--- src/rtl/conv_mac_acc.sv ---
// Accumulates acc_len+1 MAC partial sums (FP16 block-float or INT16) into one result and queues
// it in a 2-entry valid/ready output buffer. Define CONV_MAC_ACC_SAT_EN for saturating sums.
module conv_mac_acc #(
  parameter int unsigned ACC_W     = 48,
  parameter int unsigned SIM_DELAY = 1
) (
  input  logic             aclk,
  input  logic             aresetn,
  input  logic             aclken,
  input  logic [1:0]       calfmt,
  input  logic [15:0]      acc_len,
  input  logic [7:0]       acc_in_exp,
  input  logic [39:0]      acc_in_frac,
  input  logic             acc_in_valid,
  output logic [7:0]       acc_out_exp,
  output logic [ACC_W-1:0] acc_out_frac,
  output logic             acc_out_valid,
  input  logic             acc_out_ready,
  output logic             acc_ovf,
  output logic             acc_busy
);

  localparam int unsigned InW = 40;

  // Register updates carry no modelled delay; the parameter only keeps the interface stable.
  logic unused_sim_delay;
  assign unused_sim_delay = ^SIM_DELAY;

  logic             in_beat;
  logic             is_fp;
  logic             first_term;
  logic             last_term;
  logic [15:0]      eff_len;
  logic [15:0]      term_cnt_q, term_cnt_d;
  logic [15:0]      len_q, len_d;

  logic [7:0]       acc_exp_q, acc_exp_d;
  logic [ACC_W-1:0] acc_frac_q, acc_frac_d;
  logic [ACC_W-1:0] in_frac_ext;

  logic             in_exp_ge;
  logic [7:0]       big_exp;
  logic [7:0]       exp_diff;
  logic [ACC_W-1:0] big_frac;
  logic [ACC_W-1:0] small_frac;
  logic [ACC_W-1:0] small_aligned;

  logic [ACC_W-1:0] add_a;
  logic [ACC_W-1:0] add_b;
  logic [ACC_W-1:0] add_sum;
  logic [ACC_W-1:0] sum_res;
  logic             add_en;
  logic             sat_hold;

  logic             push;
  logic             push_ok;
  logic             pop;
  logic             fifo_full;
  logic [1:0]       fifo_cnt_q, fifo_cnt_d;
  logic             wr_ptr_q, wr_ptr_d;
  logic             rd_ptr_q, rd_ptr_d;
  logic [7:0]       mem_exp_q  [2];
  logic [ACC_W-1:0] mem_frac_q [2];
  logic             ovf_q, ovf_d;

  assign in_beat     = aclken & acc_in_valid;
  assign is_fp       = (calfmt == 2'b10);
  assign first_term  = (term_cnt_q == 16'd0);
  assign eff_len     = first_term ? acc_len : len_q;
  assign last_term   = (term_cnt_q == eff_len);
  assign in_frac_ext = {{(ACC_W-InW){acc_in_frac[InW-1]}}, acc_in_frac};

  // Term counter and group length
  always_comb begin
    term_cnt_d = term_cnt_q;
    len_d      = len_q;
    if (in_beat) begin
      term_cnt_d = last_term ? 16'd0 : term_cnt_q + 16'd1;
      if (first_term) begin
        len_d = acc_len;
      end
    end
  end

  // Exponent alignment: the operand with the smaller exponent is shifted toward the larger one
  assign in_exp_ge = (acc_in_exp >= acc_exp_q);

  always_comb begin
    if (in_exp_ge) begin
      big_exp    = acc_in_exp;
      exp_diff   = acc_in_exp - acc_exp_q;
      big_frac   = in_frac_ext;
      small_frac = acc_frac_q;
    end else begin
      big_exp    = acc_exp_q;
      exp_diff   = acc_exp_q - acc_in_exp;
      big_frac   = acc_frac_q;
      small_frac = in_frac_ext;
    end
    if (32'(exp_diff) >= ACC_W) begin
      small_aligned = {ACC_W{small_frac[ACC_W-1]}};
    end else begin
      small_aligned = $unsigned($signed(small_frac) >>> exp_diff);
    end
  end

  assign add_a   = is_fp ? big_frac : acc_frac_q;
  assign add_b   = is_fp ? small_aligned : in_frac_ext;
  assign add_sum = add_a + add_b;

  // A real add happens only when neither FP operand is zero; zero operands take the bypass paths
  assign add_en = in_beat & ~first_term & ~sat_hold &
                  (~is_fp | ((acc_in_frac != '0) & (acc_frac_q != '0)));

`ifdef CONV_MAC_ACC_SAT_EN
  logic sat_q, sat_d;
  logic add_ovf;

  always_comb begin
    add_ovf = (add_a[ACC_W-1] == add_b[ACC_W-1]) && (add_sum[ACC_W-1] != add_a[ACC_W-1]);
    sum_res = add_sum;
    if (add_ovf) begin
      sum_res = add_a[ACC_W-1] ? {1'b1, {(ACC_W-1){1'b0}}} : {1'b0, {(ACC_W-1){1'b1}}};
    end
    sat_d = sat_q;
    if (in_beat && first_term) begin
      sat_d = 1'b0;
    end else if (add_en && add_ovf) begin
      sat_d = 1'b1;
    end
  end

  always_ff @(posedge aclk or negedge aresetn) begin
    if (!aresetn) begin
      sat_q <= 1'b0;
    end else begin
      sat_q <= sat_d;
    end
  end

  assign sat_hold = sat_q;
`else
  assign sum_res  = add_sum;
  assign sat_hold = 1'b0;
`endif

  // Accumulator next state
  always_comb begin
    acc_exp_d  = acc_exp_q;
    acc_frac_d = acc_frac_q;
    if (in_beat && first_term) begin
      acc_exp_d  = is_fp ? acc_in_exp : 8'd0;
      acc_frac_d = in_frac_ext;
    end else if (add_en) begin
      acc_exp_d  = is_fp ? big_exp : 8'd0;
      acc_frac_d = sum_res;
    end else if (in_beat && !sat_hold && is_fp && (acc_in_frac != '0)) begin
      // Accumulator is zero: adopt the input exponent rather than aligning to a stale one
      acc_exp_d  = acc_in_exp;
      acc_frac_d = in_frac_ext;
    end
  end

  // Output buffer
  assign push      = in_beat & last_term;
  assign pop       = aclken & acc_out_valid & acc_out_ready;
  assign fifo_full = (fifo_cnt_q == 2'd2);
  assign push_ok   = push & (~fifo_full | pop);

  always_comb begin
    fifo_cnt_d = fifo_cnt_q;
    unique case ({push_ok, pop})
      2'b10:   fifo_cnt_d = fifo_cnt_q + 2'd1;
      2'b01:   fifo_cnt_d = fifo_cnt_q - 2'd1;
      default: fifo_cnt_d = fifo_cnt_q;
    endcase
    wr_ptr_d = push_ok ? ~wr_ptr_q : wr_ptr_q;
    rd_ptr_d = pop ? ~rd_ptr_q : rd_ptr_q;
    ovf_d    = ovf_q | (push & fifo_full & ~pop);
  end

  always_ff @(posedge aclk or negedge aresetn) begin
    if (!aresetn) begin
      term_cnt_q <= 16'd0;
      len_q      <= 16'd0;
      acc_exp_q  <= 8'd0;
      acc_frac_q <= '0;
      fifo_cnt_q <= 2'd0;
      wr_ptr_q   <= 1'b0;
      rd_ptr_q   <= 1'b0;
      ovf_q      <= 1'b0;
    end else begin
      term_cnt_q <= term_cnt_d;
      len_q      <= len_d;
      acc_exp_q  <= acc_exp_d;
      acc_frac_q <= acc_frac_d;
      fifo_cnt_q <= fifo_cnt_d;
      wr_ptr_q   <= wr_ptr_d;
      rd_ptr_q   <= rd_ptr_d;
      ovf_q      <= ovf_d;
    end
  end

  always_ff @(posedge aclk or negedge aresetn) begin
    if (!aresetn) begin
      for (int i = 0; i < 2; i++) begin
        mem_exp_q[i]  <= 8'd0;
        mem_frac_q[i] <= '0;
      end
    end else if (push_ok) begin
      mem_exp_q[wr_ptr_q]  <= acc_exp_d;
      mem_frac_q[wr_ptr_q] <= acc_frac_d;
    end
  end

  assign acc_out_valid = (fifo_cnt_q != 2'd0);
  assign acc_out_exp   = mem_exp_q[rd_ptr_q];
  assign acc_out_frac  = mem_frac_q[rd_ptr_q];
  assign acc_ovf       = ovf_q;
  assign acc_busy      = (term_cnt_q != 16'd0);

endmodule

--- config.mk ---
export PLATFORM = sky130hd
export DESIGN_NAME = conv_mac_acc
export DESIGN_NICKNAME = d
export VERILOG_FILES = /design/src/rtl/conv_mac_acc.sv
export SDC_FILE = /design/constraint.sdc
export NUM_CORES = 1
export LEC_CHECK = 0
export CAP_MARGIN = 20
export CORE_MARGIN = 2
export CORE_UTILIZATION = 61
export DETAILED_ROUTE_END_ITERATION = 12
export PLACE_DENSITY = 0.8
export SYNTH_ARGS = -nofsm -noshare
export SYNTH_HDL_FRONTEND = slang
export SYNTH_SLANG_ARGS = --single-unit
--- constraint.sdc ---
create_clock -name aclk -period 8.5 [get_ports aclk]
set_clock_uncertainty 0.2 [all_clocks]
set_input_delay 0.85 -clock aclk [delete_from_list [all_inputs] [get_ports aclk]]
set_output_delay 0.85 -clock aclk [all_outputs]
set_load 0.005 [all_outputs]
==> flow_summary_export.csv <==
group,metric,value,unit
grt,antenna_found_initial,0,
synthesis,ys_ff_latch,205,
synthesis,seq_area_frac_synth,28.1,%
worst_setup_path,worstPathRequired,8690,ps
synthesis,async_flop_share,100,%
worst_setup_path,r2r_end,"mem_frac_q[27]",
worst_setup_path,crit_path_start,"acc_in_exp[0]",
floorplanning,die_w,177,µm
worst_setup_path,reg2reg_slack,870,ps
timing,finalHoldViolCount,0,
detailed_routing,vias,19700,
detailed_routing,first_iter_violations,2905,
cts,root_buffer,"clkbuf_16",
grt,grt_use_total,45.4,%
cts,path_clk_slew,70,ps
grt,gr-total-overflow,0,
synthesis,yosysTopAreaCellShare,28.1,%
timing,setup_viol,0,
job,maxCapViolCount,0,
worst_setup_path,path_depth,31,
timing,fmax,123,MHz
min_path,hold_class,"in2async",
floorplanning,rows,63,
power_and_ir_drop,p_leak,0.00959,µW
detailed_routing,wl_per_cell,26.0,µm
worst_setup_path,cp_common_cell,"buf_4",
worst_setup_path,crit_path_top_delay_cell,"o21ai_0",
synthesis,synth_edf_count,0,
synthesis,syn_area_per_cell,8.22,µm²
cts,cts_max_path_buffers,3,
floorplanning,core,29600,µm²
worst_setup_path,path_buf_inv,7,
cts,cts.sink_count,205,
final_layout,layout-drive-gt1-share,16.9,%
synthesis,synth_area_leaders,"dfrtp_1 (28%), mux2_2 (8.5%), nand2_1 (7.5%), o21ai_0 (5.0%), ha_1 (4.4%)",
power_and_ir_drop,ir_drop,206,µV
synthesis,netlist_area,18300,µm²
grt,grt_max_degree,139,
cts,cts_tree,"yes",
synthesis,synth.distinct_cells,87,
timing,fin_crit_sh,96.0,%
timing,finalMaxSlewViolations,0,
floorplanning,io_pins,130,
worst_setup_path,cp.arrival,8350,ps
detailed_routing,dr.pass1.iters,9,
timing,fin_crit,8160,ps
detailed_routing,drtAntennaViolNets,0,
cts,cts_hold_buf,0,
detailed_routing,drc_errors,0,
synthesis,ys.flop_type,"dfrtp_1",
cts,cts_setup_buffers,0,
worst_setup_path,worstRegToRegCells,29,
timing,rsz0062_at_grt,"false",
timing,fin_tns_setup,0,ps
final_layout,nNetsFinal,2500,
detailed_routing,via_per_inst,7.11,
cts,cts_buffers,20,
placement,hpwl,53500,µm
grt,grt_pass1_vias,18600,
synthesis,synth_warnings,0,
placement,portBuffers,129,
worst_setup_path,cp_slowest_stage_delay,770,ps
timing,slew_headroom,22.9,%
synthesis,synth_nets,2362,
worst_setup_path,critPathTopFamily,"compound AO/OA/AOI/OAI gates",
worst_setup_path,critical_path_peak_fanout,9,
detailed_routing,wirelength,71900,µm
synthesis,synth_largest_area_cell,"dfrtp_1",
power_and_ir_drop,p_total,8190,µW
cts,ctsResizeCount,0,
floorplanning,start_util,61.8,%
floorplanning,die_y,177,µm
synthesis,synthCells,2223,
power_and_ir_drop,cellPowerDensity,384,nW/µm²
worst_setup_path,end_kind,"flop",
grt,grt_pass1_wl,109000,µm
cts,cts-htree-levels,1,
floorplanning,die_area,31400,µm²
status,status,"finished clean",
worst_setup_path,reg2reg_from,"acc_exp_q[0]",
worst_setup_path,path_class,"in2reg",
placement,place_congestion,1.19,
worst_setup_path,critPathLaunchType,"input pin",
timing,tightest_slew,1150,ps
final_layout,final_util,72.2,%
cts,clock_latency,520,ps
final_layout,area_growth,16.8,%
worst_setup_path,critPathCapture,"mem_frac_q[27]",
[stage by stage]
step / worst slack (ps) / std cells / cell area, µm² / hold slack [ps]
floorplan: 1300 / 2223 / 18300 / 240
global placement: 184 / 2727 / 20500 / 252
detailed placement: 88.2 / 2728 / 20600 / 253
CTS: 581 / 2764 / 21300 / 277
global route: 47.1 / 2765 / 21300 / 87.6
finish: 340 / 2766 / 21400 / 67.7
[report_power, final]
part	switching [µW]	internal, µW	total (µW)
Sequential	300	1170	1470
Combinational	3450	2250	5700
Clock	411	609	1020
[cell usage in the layout (no fill, tap or decap), types with 23 or more instances in the layout]
master and instances:
a21o_1 33, a21oi_1 145, buf_4 131, clkdlybuf4s50_1 128, dfrtp_1 204, ha_1 65, inv_1 80, mux2_2 138
mux2i_1 72, mux4_2 32, nand2_1 362, nand3_1 52, nor2_1 112, nor3_1 37, nor4_1 30, o211ai_1 23
o21ai_0 184, o22ai_1 46, xnor2_1 51
[worst min path at each step]
stage                         startpoint        endpoint  slack (ps)
after floorplan           mem_frac_q[13]  mem_frac_q[13]         240
after global placement    mem_frac_q[23]  mem_frac_q[23]         250
after detailed placement         acc_ovf         acc_ovf         250
after CTS                        acc_ovf         acc_ovf         280
after global routing             aresetn  term_cnt_q[13]          90
final                            aresetn  term_cnt_q[13]          70
[layer usage]
metal / GRT usage [%] / vias up / part of all wire (%)
li1: - / 8475 / -
met4: 22.0 / 0 / 5.9
met2: 68.0 / 1504 / 43
met5: 0 / - / 0
met1: 62.3 / 9384 / 38
met3: 10.1 / 307 / 13
[flip-flops by register name (all words and copies together), names as in the netlist]
name and flops:
term_cnt_q 16, len_q 16, mem_frac_q 96, mem_exp_q 16
acc_exp_q 8, wr_ptr_q 1, acc_ovf 1, fifo_cnt_q 2
rd_ptr_q 1, acc_frac_q 48
[cell families after synthesis]
logic type      synth area share [%]
simple gates                    17.7
compound gates                  24.1
mux                             16.4
buf+inv                         5.24
flops                           28.1
xor+xnor                        3.64
fa+ha+maj                       4.78
[Yosys cell counts, types with 23 or more instances]
master      n
o211ai_1   23
inv_1      81
ha_1       65
nand3_1    53
nor4_1     30
mux2_2    138
clkbuf_1  111
nor3_1     37
mux2i_1    72
xnor2_1    54
dfrtp_1   205
nor2_1    114
a21o_1     33
o21ai_0   184
nand2_1   364
a21oi_1   145
o22ai_1    46
mux4_2     32
[final cells by class]
| type | count | area (µm²) |
|---|---|---|
| well taps | 390 | 488 |
| multi-input cells | 1785 | 12200 |
| inverters | 82 | 308 |
| clock inverters | 14 | 224 |
| fillers | 2193 | 8210 |
| diodes | 1 | 2.50 |
| clock buffers | 22 | 528 |
| flip-flops and latches | 205 | 5130 |
| repair buffers | 267 | 2430 |
No activity file was read; power rests on OpenSTA's default activity.
